**src/rtl/mem_arb_pkg.sv**
```systemverilog
// Shared types and default sizes for the memory-port round-robin arbiter
// and the reusable rotating priority picker.
package mem_arb_pkg;

    typedef enum logic {
        IDLE = 1'b0,
        BUSY = 1'b1
    } arb_state_e;

    localparam int MEM_ARB_NUM_CH = 2;
    localparam int MEM_ARB_ADDR_W = 32;
    localparam int MEM_ARB_LINE_W = 256;

    // Id width never drops below one bit, even for a single channel.
    function automatic int id_width(input int n);
        return (n > 1) ? $clog2(n) : 1;
    endfunction

endpackage

```
**src/rtl/rr_picker.sv**
```systemverilog
// Combinational rotating priority encoder: first set request at or above
// ptr_i, wrapping modulo NUM_CH.
module rr_picker #(
    parameter int NUM_CH = 2,
    parameter int ID_W   = 1
) (
    input  logic [NUM_CH-1:0] req_i,
    input  logic [ID_W-1:0]   ptr_i,
    output logic              any_req_o,
    output logic [ID_W-1:0]   winner_o
);

    localparam int EXT_W = 1 << (ID_W + 1);

    // Zero padding lets any wrapped index be used directly; slots past
    // NUM_CH read as idle, so ids >= NUM_CH can never win.
    logic [EXT_W-1:0] req_ext;
    assign req_ext   = EXT_W'(req_i);
    assign any_req_o = |req_i;

    always_comb begin
        logic [ID_W:0] idx;
        idx      = '0;
        winner_o = '0;
        // Walk from farthest to nearest so the closest requester to ptr_i wins.
        for (int i = NUM_CH - 1; i >= 0; i--) begin
            idx = {1'b0, ptr_i} + (ID_W + 1)'(i);
            if (idx >= (ID_W + 1)'(NUM_CH)) begin
                idx = idx - (ID_W + 1)'(NUM_CH);
            end
            if (req_ext[idx]) begin
                winner_o = idx[ID_W-1:0];
            end
        end
    end

endmodule

```
**src/rtl/mem_arbiter_rr.sv**
```systemverilog
// N-channel round-robin arbiter merging cache-line requests onto one memory
// port. Define MEM_ARB_FIXED_PRIO_EN for strict fixed priority (channel 0 highest).
module mem_arbiter_rr
    import mem_arb_pkg::*;
#(
    parameter int NUM_CH = MEM_ARB_NUM_CH,
    parameter int ADDR_W = MEM_ARB_ADDR_W,
    parameter int LINE_W = MEM_ARB_LINE_W,
    parameter int ID_W   = id_width(NUM_CH)
) (
    input  logic                     clk,
    input  logic                     rst_n,
    input  logic [NUM_CH-1:0]        ch_read,
    input  logic [NUM_CH-1:0]        ch_write,
    input  logic [NUM_CH*ADDR_W-1:0] ch_address,
    input  logic [NUM_CH*LINE_W-1:0] ch_wdata,
    output logic [NUM_CH-1:0]        ch_resp,
    output logic [LINE_W-1:0]        ch_rdata,
    output logic                     pmem_read_m,
    output logic                     pmem_write_m,
    output logic [ADDR_W-1:0]        pmem_address_m,
    output logic [LINE_W-1:0]        pmem_wdata_m,
    input  logic                     pmem_resp_m,
    input  logic [LINE_W-1:0]        pmem_rdata_m,
    output logic [ID_W-1:0]          grant_id
);

    logic [NUM_CH-1:0][ADDR_W-1:0] addr_a;
    logic [NUM_CH-1:0][LINE_W-1:0] wdata_a;
    assign addr_a  = ch_address;
    assign wdata_a = ch_wdata;

    arb_state_e        state_q, state_d;
    logic [ID_W-1:0]   rr_ptr_q, rr_ptr_d;
    logic [ID_W-1:0]   gnt_q, gnt_d;
    logic              rd_q, rd_d;
    logic              wr_q, wr_d;
    logic [ADDR_W-1:0] addr_q, addr_d;
    logic [LINE_W-1:0] wdata_q, wdata_d;

    logic [NUM_CH-1:0] req;
    logic              any_req;
    logic [ID_W-1:0]   win;
    logic              resp_fire;
    logic [ID_W-1:0]   gnt_next;

    assign req = ch_read | ch_write;

    rr_picker #(
        .NUM_CH (NUM_CH),
        .ID_W   (ID_W)
    ) u_pick (
        .req_i     (req),
        .ptr_i     (rr_ptr_q),
        .any_req_o (any_req),
        .winner_o  (win)
    );

    assign gnt_next = (gnt_q == ID_W'(NUM_CH - 1)) ? '0 : gnt_q + 1'b1;

    always_comb begin
        state_d   = state_q;
        rr_ptr_d  = rr_ptr_q;
        gnt_d     = gnt_q;
        rd_d      = rd_q;
        wr_d      = wr_q;
        addr_d    = addr_q;
        wdata_d   = wdata_q;
        resp_fire = 1'b0;
        case (state_q)
            IDLE: begin
                if (any_req) begin
                    state_d = BUSY;
                    gnt_d   = win;
                    rd_d    = ch_read[win];
                    // Read wins when a channel raises both.
                    wr_d    = ch_write[win] & ~ch_read[win];
                    addr_d  = addr_a[win];
                    wdata_d = wdata_a[win];
                end
            end
            BUSY: begin
                if (pmem_resp_m) begin
                    resp_fire = 1'b1;
                    state_d   = IDLE;
                    rd_d      = 1'b0;
                    wr_d      = 1'b0;
                    addr_d    = '0;
                    wdata_d   = '0;
                    rr_ptr_d  = gnt_next;
                end
            end
            default: state_d = IDLE;
        endcase
`ifdef MEM_ARB_FIXED_PRIO_EN
        rr_ptr_d = '0;
`endif
    end

    always_ff @(posedge clk or negedge rst_n) begin
        if (!rst_n) begin
            state_q  <= IDLE;
            rr_ptr_q <= '0;
            gnt_q    <= '0;
            rd_q     <= 1'b0;
            wr_q     <= 1'b0;
            addr_q   <= '0;
            wdata_q  <= '0;
        end else begin
            state_q  <= state_d;
            rr_ptr_q <= rr_ptr_d;
            gnt_q    <= gnt_d;
            rd_q     <= rd_d;
            wr_q     <= wr_d;
            addr_q   <= addr_d;
            wdata_q  <= wdata_d;
        end
    end

    assign pmem_read_m    = rd_q;
    assign pmem_write_m   = wr_q;
    assign pmem_address_m = addr_q;
    assign pmem_wdata_m   = wdata_q;
    assign grant_id       = gnt_q;

    assign ch_resp  = resp_fire ? ({{(NUM_CH-1){1'b0}}, 1'b1} << gnt_q) : '0;
    assign ch_rdata = resp_fire ? pmem_rdata_m : '0;

endmodule

```
**config.mk**
```make
export PLATFORM = sky130hd
export DESIGN_NAME = mem_arbiter_rr
export DESIGN_NICKNAME = d
export VERILOG_FILES = /design/src/rtl/mem_arb_pkg.sv /design/src/rtl/rr_picker.sv /design/src/rtl/mem_arbiter_rr.sv
export SDC_FILE = /design/constraint.sdc
export NUM_CORES = 1
export LEC_CHECK = 0
export CAP_MARGIN = 20
export CORE_AREA = 2 2 533 535
export DETAILED_ROUTE_END_ITERATION = 16
export DIE_AREA = 0 0 535 537
export SLEW_MARGIN = 20
export SYNTH_ARGS = -nofsm -noshare
export SYNTH_HDL_FRONTEND = slang
export SYNTH_HIERARCHICAL = 1
export SYNTH_SLANG_ARGS = --single-unit
```
**constraint.sdc**
```tcl
create_clock -name clk -period 2 [get_ports clk]
set_clock_uncertainty 0.2 [all_clocks]
set_input_delay 0.4 -clock clk [delete_from_list [all_inputs] [get_ports clk]]
set_output_delay 0.4 -clock clk [all_outputs]
set_load 0.01 [all_outputs]
```
==> qor.csv, run 1 <==
stage,metric,value,unit
run_status,outcome,finished with violations,
run_status,failing checks,setup timing,
route,post-DR vias/cell,2.98,
clock_network,clock-pin slew on the worst setup and hold paths,0.07,ns
timing,Slew headroom,40.0,%
global_route,first-pass GRT wire length,279000,µm
cells_and_area,Filler cells,31400,
timing,fin crit period,2.68,ns
power_and_ir_drop,Leak,15.6,nW
cells_and_area,Util after Layout,14.2,%
timing,Final Max Tran Viols,0,
route,Routed Antenna Nets,0,
global_route,GRT Total Usage,15.8,%
clock_network,H-tree depth,2,
yosys,synth warn,6,
timing,RSZ-0062 raised after global routing,yes,
worst_setup_path,Worst Path Arrival,2.08,ns
timing,actual slew at the worst max-slew pin,0.896,ns
floorplanning,IO Pins,1388,
clock_network,clk sink count,293,
yosys,Synth area leader,dfrtp_1,
worst_setup_path,critical path class,flip-flop to output port,
cells_and_area,Final nets,3665,
place,pre-CTS setup slack,-1.23,ns
timing,final hold slack,0.172,ns
clock_network,clock buffer count from CTS,40,
floorplanning,Die X,535,µm
power_and_ir_drop,worst vdd ir,0.886,mV
timing,endpoints failing setup,748,
yosys,synth top area cells,"dfrtp_1, mux2i_1, o2bb2ai_1",
timing,Final Hold Viols,0,
global_route,Congestion Overflow GR,0,
worst_setup_path,crit path launch type,flip-flop,
global_route,vias in the first global route,20100,
floorplanning,CORE AREA,281000,µm²
worst_setup_path,CP cell instances,buf_12 > buf_12 > buf_8 > clkbuf_16 > and3_4 > buf_12,
place,dpl cells,6452,
place,gpl congestion,0.943,
yosys,Mapped Area,15200,µm²
floorplanning,FP Rows,195,
route,DR DRC count,0,
timing,fmax,373,MHz
yosys,average size of a mapped cell,11.7,µm²
route,first-pass iteration count of the detailed router,5,
floorplanning,Starting Density,5.41,%
yosys,Seq cells post-synth,293,
cells_and_area,Layout Cells excl Fill,6653,
clock_network,CTS tree,built,
place,HPWL after DPL,210000,µm
timing,post-route clock period utilization,134,%
worst_setup_path,Worst Setup End Kind,output port,
floorplanning,Die H,537,µm
yosys,cell count after synthesis,1301,
run,max cap viols,0,
route,drt wl/cell,35.7,µm
yosys,syn_nets,2140,
yosys,sequential share of the synthesized area,48.2,%
cells_and_area,layout cells sized above 1,31.5,%
global_route,pin count of the biggest net entering global routing,53,
yosys,Synth cell types,22,
hold_path,worst hold path type,input pin to flip-flop,
worst_setup_path,Critical Path Max Stage Delay,0.51,ns
clock_network,Longest Clk Path Bufs,3,
floorplanning,Die ar.,287000,µm²
timing,worst setup margin,-0.677,ns
global_route,initial antenna violation count,278,
power_and_ir_drop,Power Dens Cells,1280,nW/µm²
route,starting DRC count in detailed routing,933,
place,PortBufs,1387,
clock_network,Clock Latency Late Sink,0.67,ns
route,routed via count,19800,
worst_setup_path,CP required,1.40,ns
worst_setup_path,Crit path top cell by count,buf_12,
route,drt total wl,238000,µm
yosys,top cell type's share of synthesized area,48.2,%
cells_and_area,Area Growth Syn to Fin,162,%
worst_setup_path,"Slowest-stage cell, CP",dfrtp_4,
worst_setup_path,CP Max Fanout,5,
clock_network,CTS Root Cell,clkbuf_16,
## final cells by class
type	count	area, µm²	area share, %
timing repair buffer	1639	18000	45.3
multi-input combinational	849	8270	20.8
sequential	293	7340	18.4
tap	3743	4680	11.8
clock buffer	56	1140	2.86
clock inverter	17	223	0.559
antenna	53	133	0.333
inverter	3	11.3	0.0283
## Yosys cell counts
library cell,instances
dfrtp_1,293
o2bb2ai_1,290
mux2i_1,289
and3_1,257
clkbuf_1,87
buf_2,54
buf_6,12
inv_1,3
buf_1,2
or2_2,2
a21boi_1,1
a21o_1,1
a31oi_1,1
and2_1,1
clkbuf_2,1
mux2_2,1
nand2_1,1
nand2b_1,1
nor2_1,1
nor3b_1,1
o21ai_0,1
or2_1,1
## state kept, by name, summed over array words and instances (netlist names)
signal and cells:
grant_id 1, pmem_address_m 32, pmem_read_m 1, pmem_wdata_m 256, pmem_write_m 1, rr_ptr_q 1
state_q 1
## routing by layer
metal	global-route usage (%)	part of all wire [%]
met5	0	0.27
met3	9.53	14
met2	25.2	44
met4	4.76	4.0
met1	17.4	38
## cells by family (layout without fill, tap and decap cells)
logic type      after synthesis  after routing  share of synthesized area (%)
compound gates              294            294                           16.9
buf+inv                     159           1715                           4.97
flops                       293            293                           48.2
mux                         290            290                           19.1
other cells                   0             53                              0
simple gates                265            265                           10.9
## stage by stage
stage / cell area, µm² / setup TNS [ns] / power, mW
4_1_cts: 39100 / -338.13 / 51.1
5_1_grt: 39800 / -329.36 / 53.5
3_3_place_gp: 35600 / -335.85 / 38.6
3_5_place_dp: 35600 / -330.50 / 38.7
6_report: 39800 / -288.61 / 50.8
2_1_floorplan: 15200 / -3.87 / 19.1
## power breakdown
part / internal [mW] / switching (mW) / total (mW)
clock: 4.51 / 3.43 / 7.94
sequential: 8.61 / 2.19 / 10.8
combinational: 16.1 / 15.9 / 32.1
## cells in the final DEF, fill, tap and decap left out, drive strengths merged, types with 2 or more instances in the layout
cell type,count
clkbuf,72
buf,586
mux2i,289
dfrtp,293
dlymetal6s2s,3
clkdlybuf4s50,1028
dlygate4sd3,3
clkinvlp,6
o2bb2ai,290
inv,5
clkdlybuf4s15,2
diode,53
bufinv,4
or2,3
and3,257
clkinv,5
## worst paths after layout
kind | startpoint | endpoint | slack [ns] | cells past startpoint
hold reg to reg | pmem_wdata_m[104] | pmem_wdata_m[104] | 0.29 | 1
setup reg to reg | state_q | pmem_wdata_m[183] | -0.45 | 9
max in group asynchronous | rst_n | pmem_wdata_m[77] | -0.02 | 3
setup / recovery | state_q | ch_rdata[237] | -0.68 | 6
min in group asynchronous | rst_n | state_q | 0.28 | 3
hold / removal | ch_wdata[123] | pmem_wdata_m[123] | 0.17 | 3
## what timing repair did
item,4_1_cts,5_1_grt
hold buffers,3,0
setup buffers,37,12
hold endpoints to repair,247,0
endpoints found under the setup margin,752,755
resized for setup,886,180
cloned,21,15
pin swaps,1,1
## worst max-delay path, delay by kind of cell, from the launching register on
family                 cells  cell delay (ns)
flip-flops                 1             0.51
AND/OR/NAND/NOR            1             0.16
buffers and inverters      5             0.73
Note: power is estimated with default switching activity, not from simulation.
==> run 2, diff against run 1 <==
Settings changed: HOLD_SLACK_MARGIN from default to 0.03.
==> qor.csv, run 2 (synthesis results as in run 1) <==
stage,metric,value,unit,change
route,drt total wl,238000,µm,about the same
global_route,first-pass GRT wire length,278000,µm,about the same
global_route,initial antenna violation count,276,,-0.72%
floorplanning,Die ar.,287000,µm²,unchanged
place,dpl cells,6452,,unchanged
power_and_ir_drop,Power Dens Cells,1280,nW/µm²,about the same
power_and_ir_drop,Leak,15.6,nW,about the same
route,starting DRC count in detailed routing,922,,-1.2%
run_status,failing checks,setup timing,,
worst_setup_path,CP required,1.40,ns,about the same
timing,post-route clock period utilization,133,%,-0.43 points
clock_network,clk sink count,293,,unchanged
global_route,Congestion Overflow GR,0,,unchanged
cells_and_area,most frequent cells in the layout,"clkdlybuf4s50_1, dfrtp_1, o2bb2ai_1",,
timing,RSZ-0062 raised after global routing,yes,,
clock_network,CTS tree,built,,
timing,fmax,375,MHz,+0.32%
timing,Slew headroom,64.0,%,+24 points
cells_and_area,Area Growth Syn to Fin,162,%,about the same
worst_setup_path,depth of the most critical reg-to-reg path,9,,unchanged
worst_setup_path,r2r endpoint,pmem_wdata_m[165],,
floorplanning,CORE AREA,281000,µm²,unchanged
route,drt wl/cell,35.7,µm,about the same
floorplanning,FP Rows,195,,unchanged
timing,fin crit period,2.67,ns,-0.00860 ns
timing,Final Hold Viols,0,,unchanged
floorplanning,IO Pins,1388,,unchanged
clock_network,H-tree depth,2,,unchanged
route,post-DR vias/cell,2.98,,about the same
timing,setup TNS,-287.41,ns,+1.19 ns
route,DR DRC count,0,,unchanged
route,routed via count,19900,,+0.050%
worst_setup_path,Worst Path Arrival,2.07,ns,about the same
power_and_ir_drop,Sw Pwr,21.6,mW,+0.14%
run_status,outcome,finished with violations,,
power_and_ir_drop,Seq pwr share,21.3,%,about the same
timing,actual slew at the worst max-slew pin,0.540,ns,-0.357 ns
place,gpl congestion,0.943,,unchanged
timing,endpoints failing setup,743,,-0.67%
worst_setup_path,crit path launch type,flip-flop,,
hold_path,hold_sp,ch_wdata[123],,
place,HPWL after DPL,210000,µm,unchanged
clock_network,clock buffer count from CTS,40,,unchanged
worst_setup_path,critical path class,flip-flop to output port,,
clock_network,clock-pin slew on the worst setup and hold paths,0.07,ns,about the same
clock_network,Clock Latency Late Sink,0.66,ns,about the same
power_and_ir_drop,Gate power share,63.1,%,about the same
global_route,vias in the first global route,20100,,-0.070%
power_and_ir_drop,switch share,42.4,%,about the same
global_route,pin count of the biggest net entering global routing,53,,unchanged
global_route,GRT Total Usage,15.8,%,about the same
hold_path,worst hold path type,input pin to flip-flop,,
route,Routed Antenna Nets,0,,unchanged
timing,worst setup margin,-0.669,ns,+0.00860 ns
timing,Final Max Tran Viols,0,,unchanged
clock_network,CTS Root Cell,clkbuf_16,,
place,PortBufs,1387,,unchanged
worst_setup_path,RR Startpoint,state_q,,
hold_path,number of cells on the worst hold path,3,,unchanged
route,first-pass iteration count of the detailed router,5,,unchanged
power_and_ir_drop,worst vdd ir,0.895,mV,+1.1%
cells_and_area,"most common cell after layout, fill and taps aside",clkdlybuf4s50_1,,
floorplanning,Starting Density,5.41,%,unchanged
worst_setup_path,Worst Setup End Kind,output port,,
power_and_ir_drop,clock power share,15.6,%,about the same
floorplanning,Die X,535,µm,unchanged
hold_path,Hold EP,pmem_wdata_m[123],,
cells_and_area,Largest register FFs,256,,unchanged
cells_and_area,Final nets,3664,,-0.027%
cells_and_area,layout cells sized above 1,31.6,%,+0.081 points
power_and_ir_drop,internal power,29.3,mW,about the same
worst_setup_path,CP Max Fanout,5,,unchanged
cells_and_area,Layout Cells excl Fill,6655,,+0.030%
clock_network,Longest Clk Path Bufs,3,,unchanged
run,max cap viols,0,,unchanged
worst_setup_path,R2R setup slack,-0.45,ns,about the same
floorplanning,Die H,537,µm,unchanged
-- run 2: power by group through the flow --
stage	logic (mW)	clock network [mW]	registers (mW)
finish	32.1	7.93	10.8
global route	34.0	8.42	11.1
CTS	32.0	8.31	10.8
detailed placement	28.0	0	10.7
global placement	27.8	0	10.8
floorplan	7.84	0	11.2
-- run 2: worst max-delay path by stage --
stage,from,end,slack [ns],cells after the start
floorplan,ch_read[1],pmem_wdata_m[100],-0.03,7
global placement,ch_write[0],pmem_wdata_m[235],-1.26,7
detailed placement,ch_write[0],pmem_wdata_m[235],-1.23,7
CTS,state_q,ch_rdata[54],-0.90,7
global route,state_q,ch_rdata[25],-0.76,6
finish,state_q,ch_rdata[237],-0.67,6
-- run 2: layer usage --
metal	track usage, %	up-vias	share of wire [%]
met4	4.86	104	4.0
met5	0	-	0.28
met2	25.1	1590	44
met1	17.4	9519	38
li1	-	8142	-
met3	9.42	502	14
-- run 2: through the flow --
| stage | hold WS, ns | area [µm²] | power [mW] | util, % | setup slack [ns] |
|---|---|---|---|---|---|
| finish | 0.174 | 39800 | 50.8 | 14.2 | -0.669 |
| detailed placement | 0.128 | 35600 | 38.7 | 12.7 | -1.23 |
| global route | 0.133 | 39800 | 53.5 | 14.1 | -0.758 |
| global placement | 0.127 | 35600 | 38.6 | 12.7 | -1.26 |
| CTS | 0.0710 | 39100 | 51.1 | 13.9 | -0.899 |
| floorplan | -0.0956 | 15200 | 19.1 | - | -0.0324 |
-- run 2: worst max-delay path, stage by stage (launching register included) --
cell and delay (ns):
dfrtp_4 0.51, buf_12 0.16, buf_12 0.14, buf_8 0.14, clkbuf_16 0.15, and3_4 0.16, buf_12 0.14
-- run 2: cell type report --
type,instances,area (µm²)
clock inverters,17,223
fillers,31400,241000
diodes,56,140
well taps,3743,4680
repair buffers,1638,18000
inverters,3,11.3
multi-input cells,849,8270
clock buffers,56,1140
flip-flops and latches,293,7340
-- run 2: what timing repair did --
| item | 4_1_cts | 5_1_grt |
|---|---|---|
| setup buffers | 37 | 12 |
| pin swaps | 1 | 1 |
| hold buffers | 2 | 0 |
| cloned | 21 | 15 |
| gates resized for setup | 886 | 182 |
| hold endpoints to repair | 293 | 0 |
| setup endpoints to repair | 752 | 751 |
==> RTL edit 1 (flow settings as in run 1) <==
`MEM_ARB_ADDR_W`: 32 -> 40.
--- a/src/rtl/mem_arb_pkg.sv
+++ b/src/rtl/mem_arb_pkg.sv
@@ -9,5 +9,5 @@
 
     localparam int MEM_ARB_NUM_CH = 2;
-    localparam int MEM_ARB_ADDR_W = 32;
+    localparam int MEM_ARB_ADDR_W = 40;
     localparam int MEM_ARB_LINE_W = 256;
 
Ports: changed (resized ch_address and pmem_address_m); port bits go from 1388 to 1412. No check against the original RTL was run, so the function may have changed too.
==> RTL edit 1 against run 1 <==
The flow still finishes with violations (negative setup slack). Design area rose by 5.2%. Sequential cell count rose by 8. Synthesized area rose by 2.8%. Count of clock-buffer cells in the layout fell by 5. Routed wire length fell by 4.4%. Power rose by 4.8%. Setup slack improved by 0.078 ns. Via count rose by 3.2%. Largest power group unchanged.
==> RTL edit 1: results (changes against run 1) <==
| Metric | Value |
|---|---|
| Run status | `finished, violations left` |
| Failing checks | `negative setup slack` |
| Switching pwr | `21,900 uW (+1.9%)` |
| Setup TNS | `-158.85 ns (+129.76 ns)` |
| Vias per cell | `3.02 (+1.2%)` |
| Sequential cells | `301 (+2.7%)` |
| Fraction of layout cells with a size suffix above 1 | `33.4% (+1.9 points)` |
| Slowest stage delay, CP | `0.56 ns (+0.05 ns)` |
| Final worst setup slack | `-0.599 ns (+0.0781 ns)` |
| Initial antenna violation count | `236 (-15%)` |
| Worst-Margin Slew | `0.583 ns (-0.313 ns)` |
| Multi-input logic portion of the cell area | `20.1% (-0.69 points)` |
| DR WL/cell | `33.5 um (-6.3%)` |
| Final setup vio count | `554 (-26%)` |
| Syn Nets | `2,183 (+2.0%)` |
| Final HPWL DP | `197,000 um (-6.0%)` |
| Area occupied by multi-input gates | `0.00841 mm2 (+1.6%)` |
| Vias in the first global route | `20,300 (+1.0%)` |
| M1 WL | `102,000 um (+14%)` |
| CTS buffer count | `42 (+5.0%)` |
| DR WL met3 | `24,100 um (-27%)` |
| Met3 Use GR | `6.26% (-3.3 points)` |
| GP Congestion | `0.969 (+2.8%)` |
| Cell variety after synth | `25 (+14%)` |
| Port Buffer Count | `1,411 (+1.7%)` |
| Largest net degree at the start of global routing | `62 (+17%)` |
-- RTL edit 1: cell types whose count changed after synthesis, sizes merged, moves of 2 or more --
cell / delta
buf: +29
clkbuf: -29
dfrtp: +8
mux2i: +8
nor2: +2
o2bb2ai: +7
-- RTL edit 1: worst reg2reg max path, stage by stage (launching register included) --
cell and delay, ns:
dfrtp_4 0.56, buf_4 0.16, buf_6 0.13, and2_4 0.16, nor2_8 0.13, buf_12 0.15, buf_12 0.15, buf_16 0.15
buf_4 0.22, o2bb2ai_1 0.14
-- RTL edit 1: final timing paths --
path / from / endpoint / depth (start not counted) / slack, ns
max in group asynchronous: rst_n / pmem_wdata_m[205] / 3 / 0.66
max: state_q / ch_rdata[163] / 5 / -0.60
max reg2reg: state_q / pmem_wdata_m[125] / 9 / -0.19
min in group asynchronous: rst_n / pmem_address_m[19] / 3 / 0.12
min reg2reg: pmem_address_m[13] / pmem_address_m[13] / 1 / 0.28
min: ch_write[1] / pmem_write_m / 4 / 0.10
==> RTL edit 2 (config.mk and constraints of run 1) <==
Without the edit above. Reset style: synchronous (`rst_n`), changed in one clocked block.
--- a/src/rtl/mem_arbiter_rr.sv
+++ b/src/rtl/mem_arbiter_rr.sv
@@ -98,5 +98,5 @@
     end
 
-    always_ff @(posedge clk or negedge rst_n) begin
+    always_ff @(posedge clk) begin
         if (!rst_n) begin
             state_q  <= IDLE;
Check against the original RTL: not equivalent (Yosys sat finds a counterexample within 4 cycles, from zero or initial values and one cycle with rst_n low; the reset may be asserted at any time).
==> RTL edit 2 against run 1 <==
The run still ends with negative setup slack left. Setup slack improved by 0.051 ns. Critical endpoint is now ch_rdata[136]. Design area rose by 1.5%. Sequential cell count did not move. Synthesized area fell by 1.6%. Sequential share of layout area fell by 3.9 points. Routed wire length rose by 11%. Final cell count rose by 5.5%. Synthesized cell count rose by 25%. Via count rose by 8.6%. Maximum frequency rose by 1.9%.
Power is not compared: it rests on default switching activity, and its combinational part moved more than twofold at a synthesized area within 25%.
==> RTL edit 2: results (changes against run 1) <==
| Metric | Value |
|---|---|
| Run status | `finished, violations left` |
| Failing checks | `negative setup slack` |
| Asr flop ratio synth | `0% (-100 points)` |
| Final worst setup slack | `-0.626 ns (+0.0512 ns)` |
| R2r setup slk | `-0.19 ns (+0.26 ns)` |
| Synth area leaders | `dfxtp_1, mux2_2, a22oi_1` |
| Initial drt markers | `1,192 (+28%)` |
| Leak | `~0.016 uW` |
| Via count | `21,600 (+8.6%)` |
| Clock root buffer | `clkbuf_16` |
| Flip-flop and latch area | `0.00587 mm2 (-20%)` |
| Total iterations of the first detailed-routing run | `5 (unchanged)` |
| Post-DP Area | `0.0364 mm2 (+2.2%)` |
| HP Start | `ch_read[1]` |
| Total GRT Usage | `17.0% (+1.2 points)` |
| Worst VDD drop | `0.602 mV` |
| Cell variety after synth | `23 (+4.5%)` |
| Largest net degree at the start of global routing | `50 (-5.7%)` |
| Setup crit start | `state_q` |
| WP data arrival | `2.03 ns (-0.05 ns)` |
| Worst-Margin Slew | `0.536 ns (-0.360 ns)` |
| R2r startpoint | `rr_ptr_q` |
| GP Congestion | `0.896 (-4.9%)` |
| Sequential share of the synthesized area | `39.2% (-9.0 points)` |
| Fraction of layout cells with a size suffix above 1 | `38.9% (+7.3 points)` |
| EDFF count, synth | `0 (unchanged)` |
| Final setup vio count | `704 (-5.9%)` |
| Filler cells | `31,600 (+0.64%)` |
| Critical Path End | `ch_rdata[136]` |
| Depth of the worst hold-timing path | `4 (+1)` |
| First-pass GRT wire length | `298,000 um (+7.0%)` |
| NumNets Final | `4,027 (+9.9%)` |
| Post-synth top cells | `dfxtp_1, nor2_1, a22oi_1, mux2_2, and3_1` |
| Initial antenna violation count | `263 (-5.4%)` |
| Reg-to-reg endpoint | `pmem_wdata_m[201]` |
| Vias in the first global route | `20,400 (+1.4%)` |
| DRT Wirelength | `264,000 um (+11%)` |
| Top_reg_cell synth | `dfxtp_1` |
| Max FO, Critical Path | `6 (+1)` |
| Final HPWL DP | `234,000 um (+11%)` |
| CTS buffer count | `40 (unchanged)` |
| Syn Nets | `2,464 (+15%)` |
==> RTL edit 2: cell types whose count changed in the layout (fill, tap and decap cells not counted), sizes merged, moves of 32 or more <==
cell / run 1 / this run
clkbuf: 72 / 104
dfxtp: 0 / 293
o2bb2ai: 290 / 0
dfrtp: 293 / 0
nor2: 1 / 291
clkdlybuf4s50: 1028 / 995
mux2i: 289 / 3
mux2: 1 / 288
a22oi: 0 / 288
buf: 586 / 640
==> RTL edit 2: stage by stage <==
step | hold slack [ns] | setup TNS, ns | setup WS (ns) | std cells
final | 0.0443 | -169.28 | -0.626 | 7018
after global routing | 0.0484 | -217.14 | -0.664 | 6975
after CTS | 0.183 | -270.30 | -0.950 | 6883
after detailed placement | 0.288 | -314.58 | -1.02 | 6810
after global placement | 0.276 | -309.84 | -1.03 | 6810
after floorplan | 0.257 | -6.83 | -0.0387 | 1625
==> RTL edit 2: worst max-delay path: stages, from the launching register on <==
cell and delay, ns:
dfxtp_4 0.37, buf_12 0.16, buf_8 0.15, clkbuf_16 0.17
and3_4 0.20, buf_12 0.14, buf_12 0.12
==> RTL edit 2: worst min-delay path by stage <==
stage,end,slack [ns]
final,pmem_write_m,0.04
after CTS,pmem_write_m,0.18
after detailed placement,rr_ptr_q,0.29
after global placement,rr_ptr_q,0.28
after floorplan,rr_ptr_q,0.26
after global routing,pmem_write_m,0.05
==> RTL edit 2: area by class of cell <==
cell class | instances | share of cell area (%)
Tap cell | 3743 | 11.6
Clock inverter | 16 | 0.396
Sequential cell | 293 | 14.5
Multi-Input combinational cell | 1142 | 23.0
Inverter | 4 | 0.0557
Timing Repair Buffer | 1707 | 47.1
Clock buffer | 56 | 2.93
Antenna cell | 57 | 0.353
==> RTL edit 2: report_power, final <==
group | switching, uW | internal, uW | total (uW)
Combinational | 4420 | 5020 | 9440
Clock | 3340 | 4400 | 7730
Sequential | 407 | 6340 | 6740
Total | 8160 | 15800 | 23900
==> RTL edit 2: cells by family (layout without fill, tap and decap cells) <==
group	after synthesis	count (layout)	synth area share, %
multiplexers	291	291	22.0
other	0	57	0
flip-flops	293	293	39.2
AND/OR/NAND/NOR	556	556	18.4
AO/OA/AOI/OAI	295	295	14.8
buffers and inverters	190	1783	5.70
==> RTL edit 2: what timing repair did <==
action | CTS | global route
resized for setup | 286 | 729
setup endpoints to repair | 745 | 745
setup buffers | 0 | 51
cloned | 1 | 36
pin swaps | 0 | 31
hold endpoints to repair | 0 | 0
==> RTL edit 2: routing by layer <==
layer	share of wire, %	routed length (um)	global-route usage, %
met1	44	116000	22.1
met2	41	108000	25.1
met3	12	32700	8.60
met4	2.9	7670	3.24
met5	0.11	280	0
